`src/rtl/hilo_ctrl.sv`:
```
// hilo_ctrl: HI/LO sequencer for MULT/MULTU/DIV/DIVU/MTHI/MTLO (+MADD/MSUB).
// Latency: single-cycle ops write at N+1; divides write at N+33 (div-by-zero at N+1).
// Backpressure: stall_o holds the pipeline while a divide iterates; start_i ignored when not IDLE.
//
// Ports:
//   clk, rst            clock and synchronous active-high reset
//   start_i, op_i       operation request (sampled only in IDLE)
//   opa_i, opb_i        rs / rt operands
//   cancel_i            flush: abort the in-flight op and suppress its write
//   hi_i, lo_i          current HI/LO contents from hilo_reg
//   stall_o             hold EX and earlier stages
//   hilo_we_o           one-cycle write strobe, with hi_o/lo_o as write data
//
// Optional feature macro: HILO_MADD_EN enables MADD/MSUB (op 110/111).
// Without it those encodings are a NOP (no stall, no write).

module hilo_ctrl #(
  parameter int DATA_W = 32
) (
  input  logic              clk,
  input  logic              rst,
  input  logic              start_i,
  input  logic [2:0]        op_i,
  input  logic [DATA_W-1:0] opa_i,
  input  logic [DATA_W-1:0] opb_i,
  input  logic              cancel_i,
  input  logic [DATA_W-1:0] hi_i,
  input  logic [DATA_W-1:0] lo_i,
  output logic              stall_o,
  output logic              hilo_we_o,
  output logic [DATA_W-1:0] hi_o,
  output logic [DATA_W-1:0] lo_o
);

  localparam int CNT_W = (DATA_W > 1) ? $clog2(DATA_W) : 1;

  // FSM encoding
  localparam logic [1:0] S_IDLE    = 2'd0;
  localparam logic [1:0] S_DIV_RUN = 2'd1;
  localparam logic [1:0] S_DONE    = 2'd2;

  // Operation encoding
  localparam logic [2:0] OP_MULT  = 3'b000;
  localparam logic [2:0] OP_MULTU = 3'b001;
  localparam logic [2:0] OP_DIV   = 3'b010;
  localparam logic [2:0] OP_DIVU  = 3'b011;
  localparam logic [2:0] OP_MTHI  = 3'b100;
  localparam logic [2:0] OP_MTLO  = 3'b101;
`ifdef HILO_MADD_EN
  localparam logic [2:0] OP_MADD  = 3'b110;
  localparam logic [2:0] OP_MSUB  = 3'b111;
`endif

  // ---------------------------------------------------------------------------
  // State
  // ---------------------------------------------------------------------------
  logic [1:0]        r_state;
  logic [CNT_W-1:0]  r_cnt;
  logic              r_we;
  logic [DATA_W-1:0] r_hi;
  logic [DATA_W-1:0] r_lo;

  // Divider working registers: r_quo starts as the dividend magnitude and
  // is shifted left each iteration while quotient bits enter at the LSB.
  logic [DATA_W-1:0] r_quo;
  logic [DATA_W-1:0] r_rem;
  logic [DATA_W-1:0] r_dvs;
  logic              r_q_neg;
  logic              r_r_neg;

  // ---------------------------------------------------------------------------
  // Request decode
  // ---------------------------------------------------------------------------
  logic w_idle;
  logic w_accept;
  logic w_is_div;
  logic w_div_signed;
  logic w_dvs_zero;

  assign w_idle       = (r_state == S_IDLE);
  // cancel_i wins over a same-cycle start
  assign w_accept     = w_idle & start_i & ~cancel_i;
  assign w_is_div     = (op_i == OP_DIV) | (op_i == OP_DIVU);
  assign w_div_signed = (op_i == OP_DIV);
  assign w_dvs_zero   = (opb_i == '0);

  // ---------------------------------------------------------------------------
  // Multiplier: one 2W x 2W multiply whose operands are sign- or zero-extended
  // depending on the op; the low 2W bits are the exact signed/unsigned product.
  // ---------------------------------------------------------------------------
  logic                w_ext_sign;
  logic [2*DATA_W-1:0] w_a_ext;
  logic [2*DATA_W-1:0] w_b_ext;
  logic [2*DATA_W-1:0] w_prod;

  assign w_ext_sign = (op_i != OP_MULTU);
  assign w_a_ext    = {{DATA_W{w_ext_sign & opa_i[DATA_W-1]}}, opa_i};
  assign w_b_ext    = {{DATA_W{w_ext_sign & opb_i[DATA_W-1]}}, opb_i};
  assign w_prod     = w_a_ext * w_b_ext;

`ifdef HILO_MADD_EN
  logic [2*DATA_W-1:0] w_acc;
  logic [2*DATA_W-1:0] w_madd;
  logic [2*DATA_W-1:0] w_msub;

  assign w_acc  = {hi_i, lo_i};
  assign w_madd = w_acc + w_prod;
  assign w_msub = w_acc - w_prod;
`endif

  // ---------------------------------------------------------------------------
  // Divider operand capture: magnitudes for DIV, raw values for DIVU
  // ---------------------------------------------------------------------------
  logic              w_a_neg;
  logic              w_b_neg;
  logic [DATA_W-1:0] w_a_mag;
  logic [DATA_W-1:0] w_b_mag;

  assign w_a_neg = w_div_signed & opa_i[DATA_W-1];
  assign w_b_neg = w_div_signed & opb_i[DATA_W-1];
  assign w_a_mag = w_a_neg ? (-opa_i) : opa_i;
  assign w_b_mag = w_b_neg ? (-opb_i) : opb_i;

  // ---------------------------------------------------------------------------
  // Restoring radix-2 step. The partial remainder is always below the divisor,
  // so shifting in one dividend bit needs only one extra bit of headroom and
  // the top bit of the trial difference is the borrow.
  // ---------------------------------------------------------------------------
  logic [DATA_W:0]   w_rem_sh;
  logic [DATA_W:0]   w_diff;
  logic              w_fits;
  logic [DATA_W-1:0] w_rem_nxt;
  logic [DATA_W-1:0] w_quo_nxt;
  logic [DATA_W-1:0] w_quo_fin;
  logic [DATA_W-1:0] w_rem_fin;
  logic              w_last_iter;

  assign w_rem_sh    = {r_rem, r_quo[DATA_W-1]};
  assign w_diff      = w_rem_sh - {1'b0, r_dvs};
  assign w_fits      = ~w_diff[DATA_W];
  assign w_rem_nxt   = w_fits ? w_diff[DATA_W-1:0] : w_rem_sh[DATA_W-1:0];
  assign w_quo_nxt   = {r_quo[DATA_W-2:0], w_fits};
  assign w_last_iter = (r_cnt == CNT_W'(DATA_W - 1));

  // Sign fix-up. The most-negative / -1 case yields magnitude 2^(W-1), whose
  // negation wraps back to itself, which is the intended result.
  assign w_quo_fin = r_q_neg ? (-w_quo_nxt) : w_quo_nxt;
  assign w_rem_fin = r_r_neg ? (-w_rem_nxt) : w_rem_nxt;

  // ---------------------------------------------------------------------------
  // Outputs
  // ---------------------------------------------------------------------------
  // The stall must be visible in the accept cycle itself, before the FSM moves.
  assign stall_o   = (w_accept & w_is_div) | (r_state == S_DIV_RUN);
  // A flush in the write cycle still suppresses the strobe.
  assign hilo_we_o = r_we & ~cancel_i;
  assign hi_o      = r_hi;
  assign lo_o      = r_lo;

  // ---------------------------------------------------------------------------
  // Sequencer
  // ---------------------------------------------------------------------------
  always_ff @(posedge clk) begin
    if (rst) begin
      r_state <= S_IDLE;
      r_cnt   <= '0;
      r_we    <= 1'b0;
      r_hi    <= '0;
      r_lo    <= '0;
      r_quo   <= '0;
      r_rem   <= '0;
      r_dvs   <= '0;
      r_q_neg <= 1'b0;
      r_r_neg <= 1'b0;
    end else begin
      r_we <= 1'b0;
      if (cancel_i) begin
        r_state <= S_IDLE;
        r_cnt   <= '0;
      end else begin
        case (r_state)
          S_IDLE: begin
            if (start_i) begin
              case (op_i)
                OP_MULT, OP_MULTU: begin
                  r_we <= 1'b1;
                  r_hi <= w_prod[2*DATA_W-1:DATA_W];
                  r_lo <= w_prod[DATA_W-1:0];
                end
                OP_DIV, OP_DIVU: begin
                  if (w_dvs_zero) begin
                    // No iterations: report dividend as remainder, all-ones quotient
                    r_we    <= 1'b1;
                    r_hi    <= opa_i;
                    r_lo    <= '1;
                    r_state <= S_DONE;
                  end else begin
                    r_quo   <= w_a_mag;
                    r_rem   <= '0;
                    r_dvs   <= w_b_mag;
                    r_q_neg <= w_a_neg ^ w_b_neg;
                    r_r_neg <= w_a_neg;
                    r_cnt   <= '0;
                    r_state <= S_DIV_RUN;
                  end
                end
                OP_MTHI: begin
                  r_we <= 1'b1;
                  r_hi <= opa_i;
                  r_lo <= lo_i;
                end
                OP_MTLO: begin
                  r_we <= 1'b1;
                  r_hi <= hi_i;
                  r_lo <= opa_i;
                end
`ifdef HILO_MADD_EN
                OP_MADD: begin
                  r_we <= 1'b1;
                  r_hi <= w_madd[2*DATA_W-1:DATA_W];
                  r_lo <= w_madd[DATA_W-1:0];
                end
                OP_MSUB: begin
                  r_we <= 1'b1;
                  r_hi <= w_msub[2*DATA_W-1:DATA_W];
                  r_lo <= w_msub[DATA_W-1:0];
                end
`endif
                default: begin
                  // unused encodings: no write, no stall
                end
              endcase
            end
          end

          S_DIV_RUN: begin
            r_quo <= w_quo_nxt;
            r_rem <= w_rem_nxt;
            if (w_last_iter) begin
              r_we    <= 1'b1;
              r_hi    <= w_rem_fin;
              r_lo    <= w_quo_fin;
              r_cnt   <= '0;
              r_state <= S_DONE;
            end else begin
              r_cnt <= r_cnt + CNT_W'(1);
            end
          end

          S_DONE: begin
            r_state <= S_IDLE;
          end

          default: begin
            r_state <= S_IDLE;
            r_cnt   <= '0;
          end
        endcase
      end
    end
  end

endmodule

```
`config.mk`:
```
export PLATFORM = sky130hd
export DESIGN_NAME = hilo_ctrl
export DESIGN_NICKNAME = d
export VERILOG_FILES = /design/src/rtl/hilo_ctrl.sv
export SDC_FILE = /design/constraint.sdc
export NUM_CORES = 2
export LEC_CHECK = 0
export BUFFER_PORTS_ARGS = -buffer_cell sky130_fd_sc_hd__buf_4
export CAP_MARGIN = 40
export CORE_MARGIN = 3
export CORE_UTILIZATION = 60
export DETAILED_ROUTE_END_ITERATION = 10
export GPL_TIMING_DRIVEN = 0
export PLACE_DENSITY = 0.88
export SLEW_MARGIN = 30
export SYNTH_ARGS = -nofsm -noshare
export SYNTH_HDL_FRONTEND = slang
export SYNTH_SLANG_ARGS = --single-unit
```
`constraint.sdc`:
```
create_clock -name clk -period 9.28 [get_ports clk]
set_clock_uncertainty 0.15 [all_clocks]
set_input_delay 0.928 -clock clk [delete_from_list [all_inputs] [get_ports clk]]
set_output_delay 0.928 -clock clk [all_outputs]
set_load 0.02 [all_outputs]
```
==> metrics.md <==
| Metric | Value |
|---|---|
| Compound-cell area share of the yosys netlist | 10.4% |
| Crit. End Element | flip-flop |
| Post-synth EDFFs | 0 |
| Area taken by multi-input logic gates | 42,000 um^2 |
| Utilization after layout | 66.8% |
| Async set-reset flop share out of synthesis | 0% |
| CTS clk-pin slew, worst paths | approximately 0.080 ns |
| WP buf/inv | 9 |
| Worst setup path class | input pin to flip-flop |
| 1st-iter DRT viols | slightly below 6k |
| Fin crit share | approximately 100% |
| Crit-path slowest cell | clkbuf_1 |
| CP Capture Point | hi_o[29]$_SDFFE_PP0P_ |
| CP Max Fanout | 10 |
| Sequential area share after synthesis | between 6 and 7% |
| Most common cell after layout, fill and taps aside | inv_1 |
| Max-Slew Margin vs Limit | between 30% and 40% |
| Initial Util | between 60% and 70% |
| Mapped Nets | 7,526 |
| Largest net degree at the start of global routing | 25 |
| Max-Cap Viols | 0 |
| Multiplexer share of the synthesized area | less than 1% |
| Layout cell share with drive strength beyond 1 | 10.1% |
| Core area | around 84,000 um^2 |
| Residual DRC | 1 |
| Crit path time final | just over 9 ns |
| Vias in the first global route | about 48k |
| Worst Path Arrival | 9.50 ns |
| Die W | 297 um |
| Dominant cell type by area after synthesis | fa_1 |
| Max clock buf depth | 2 |
| Run status | finished with violations |
| Average routed wire per standard cell | 28.8 um |
| Critical path required time | approximately 9.5 ns |
| Htree depth | 4 |
| Final WL | between 200 and 250 mm |
| Die Area | between 80,000 and 90,000 um^2 |
| Placed cell area | between 50,000 and 60,000 um^2 |
| Hold Buf Count CTS | 0 |
| Final setup violation count | 0 |
| Clock latency on the worst-skew pair | approximately 0.48 ns |
| Hold WS | 0.306 ns |
| Worst slew pin tran | roughly 1 ns |
| Worst min path class | flip-flop to flip-flop |
| Via density | roughly 6.3 |
| Row Count | between 100 and 150 |
| Synth area leaders | fa_1 44%, inv_1 8.9%, nand2_1 6.9% |
| DP Wirelength | ~170 mm |
| CP most frequent cell | fa_1 |
| I/O pin total | roughly 200 |
| Initial antenna violation count | 33 |
| Crit path from | op_i[1] |
| Final net count | 7,775 |
| Main flop type after synthesis | dfxtp_1 |
| WP depth | 32 |
| Synth Area per Inst | around 8.4 um^2 |
| CP max stage delay | around 0.62 ns |
| RSZ-0062 raised after global routing | yes |
| CTS tree | done |
| Gpl congestion | approximately 1.1 |
| Post-Synthesis Cells | between 6k and 7k |
| CTS buffer count | 17 |
| Synth Register Bits | 170 |
| Adder-cell share of the synthesized area | just over 50% |
| Max Fclk | ~110 MHz |
| Clk sinks | 170 |
| Worst reg2reg startpoint | r_quo[31]$_SDFFE_PP0P_ |
| All-Layer GR Usage | 48.4% |
| R2R setup slack | around 2.3 ns |
| Failing checks | design-rule violations |
| Yosys cell types | 87 |
| Synth-to-Final Area Change | 10.2% |
| Final ANT Viol Nets | 0 |
| Root Buffer | clkbuf_16 |
| Finished Cell Area | between 50,000 and 60,000 um^2 |
| Grt total ovfl | 0 |
| Pins over their slew limit | 0 |
| Die Y | 297 um |
| Routed vias | between 40k and 50k |
| Worst r2r dst | hi_o[26]$_SDFFE_PP0P_ |
| Synth Cell Area | between 50,000 and 60,000 um^2 |
| Count of input and output buffers | 162 |
| Storage element area | 3400 um^2 |
| Yosys warns | 0 |
| Number of fill cells | just under 7k |
| Crit-path leading delay family | adder cells |
| Post-Synth Simple-Gate Area | about 16% |
| Most frequent cells in the layout | 1,182 x inv_1, 1,106 x fa_1, 926 x nand2_1 |
| First-pass GRT wire length | a little over 300 mm |
| R2r worst-path depth | 22 |
| First drt pass iteration count | 11 |
| Largest family of logic cells by synthesized area | adder cells |
| Final hold viol count | 0 |
| Post-synthesis xor/xnor area fraction | 3.59% |
| Area share of the largest cell type after synthesis | between 40% and 50% |
| Critical Path Source Type | input pin |
==> worst register-to-register path, delay by kind of cell, from the launching register on <==
kind / cells / cell delay, ns
buffers and inverters: 5 / 1.63
AO/OA/AOI/OAI: 11 / 3.14
adder cells (fa/ha/maj): 3 / 0.90
flip-flops: 1 / 0.40
AND/OR/NAND/NOR: 3 / 0.68
==> Yosys cell counts, types with 42 or more instances <==
| master | instances |
|---|---|
| inv_1 | 1206 |
| fa_1 | 1126 |
| nand2_1 | 932 |
| nor2_1 | 326 |
| clkbuf_1 | 304 |
| and2_1 | 298 |
| ha_1 | 254 |
| a21oi_1 | 212 |
| dfxtp_1 | 170 |
| o21ai_0 | 160 |
| xnor2_1 | 123 |
| xor2_1 | 85 |
| buf_1 | 80 |
| a211oi_1 | 78 |
| nor3_1 | 57 |
| a221oi_1 | 42 |
==> state kept, by name, indices dropped and copies added, names as in the netlist <==
| register | flops |
|---|---|
| hi_o | 32 |
| lo_o | 32 |
| r_cnt | 5 |
| r_dvs | 32 |
| r_q_neg | 1 |
| r_quo | 32 |
| r_r_neg | 1 |
| r_rem | 32 |
| r_state | 2 |
| r_we | 1 |
==> logic make-up (layout without fill, tap and decap cells) <==
kind of cell    after synthesis  after routing
flops                       170            170
xor+xnor                    208            208
simple gates               1835           1835
fa+ha+maj                  1380           1380
other cells                   0             24
buf+inv                    1604           1866
compound gates              792            792
mux                          22             22
==> stage by stage <==
step / cells / setup slack (ns) / TNS (ns)
after global routing: 7408 / -0.0768 / -0.261
after global placement: 7307 / -3.02 / -68.58
final: 7431 / 0.00862 / 0
after detailed placement: 7344 / -2.81 / -49.74
after floorplan: 6011 / 0.0365 / 0
after CTS: 7365 / -0.0126 / -0.0126
==> cell type report <==
cell class                      instances  area share, %
Clock buffer                           20          0.833
Timing Repair Buffer                  265           3.98
Tap cell                             1134           2.53
Antenna cell                           24          0.107
Buffer                                362           3.07
Clock inverter                         12          0.228
Sequential cell                       170           6.08
Multi-Input combinational cell       4237           75.0
Inverter                             1207           8.14
==> metal layers <==
metal	share of wire, %	vias up	GRT usage (%)
met1	33	22800	57.9
met3	16	1165	19.1
li1	-	18900	-
met5	0.11	-	0
met2	41	3866	69.1
met4	11	22	39.2
==> worst min path at each step <==
stage                     cells after the start                    from  slack, ns                     end
after floorplan                               2  r_dvs[25]$_SDFFE_PP0P_       0.28  r_dvs[25]$_SDFFE_PP0P_
after global placement                        2  r_dvs[25]$_SDFFE_PP0P_       0.29  r_dvs[25]$_SDFFE_PP0P_
after detailed placement                      2   hi_o[24]$_SDFFE_PP0P_       0.30   hi_o[24]$_SDFFE_PP0P_
after CTS                                     2   lo_o[21]$_SDFFE_PP0P_       0.31   lo_o[21]$_SDFFE_PP0P_
after global routing                          2   lo_o[20]$_SDFFE_PP0P_       0.33   lo_o[20]$_SDFFE_PP0P_
final                                         2  r_dvs[25]$_SDFFE_PP0P_       0.31  r_dvs[25]$_SDFFE_PP0P_
==> what timing repair did <==
action / in CTS / in global routing
buffers inserted: 15 / 44
pin swaps: 8 / 71
resized for setup: 182 / 228
setup endpoints to repair: 30 / 27
cloned: 0 / 1
Power is not shown: default switching activity piles up to over one toggle a cycle in this logic, so the estimate is an artifact.
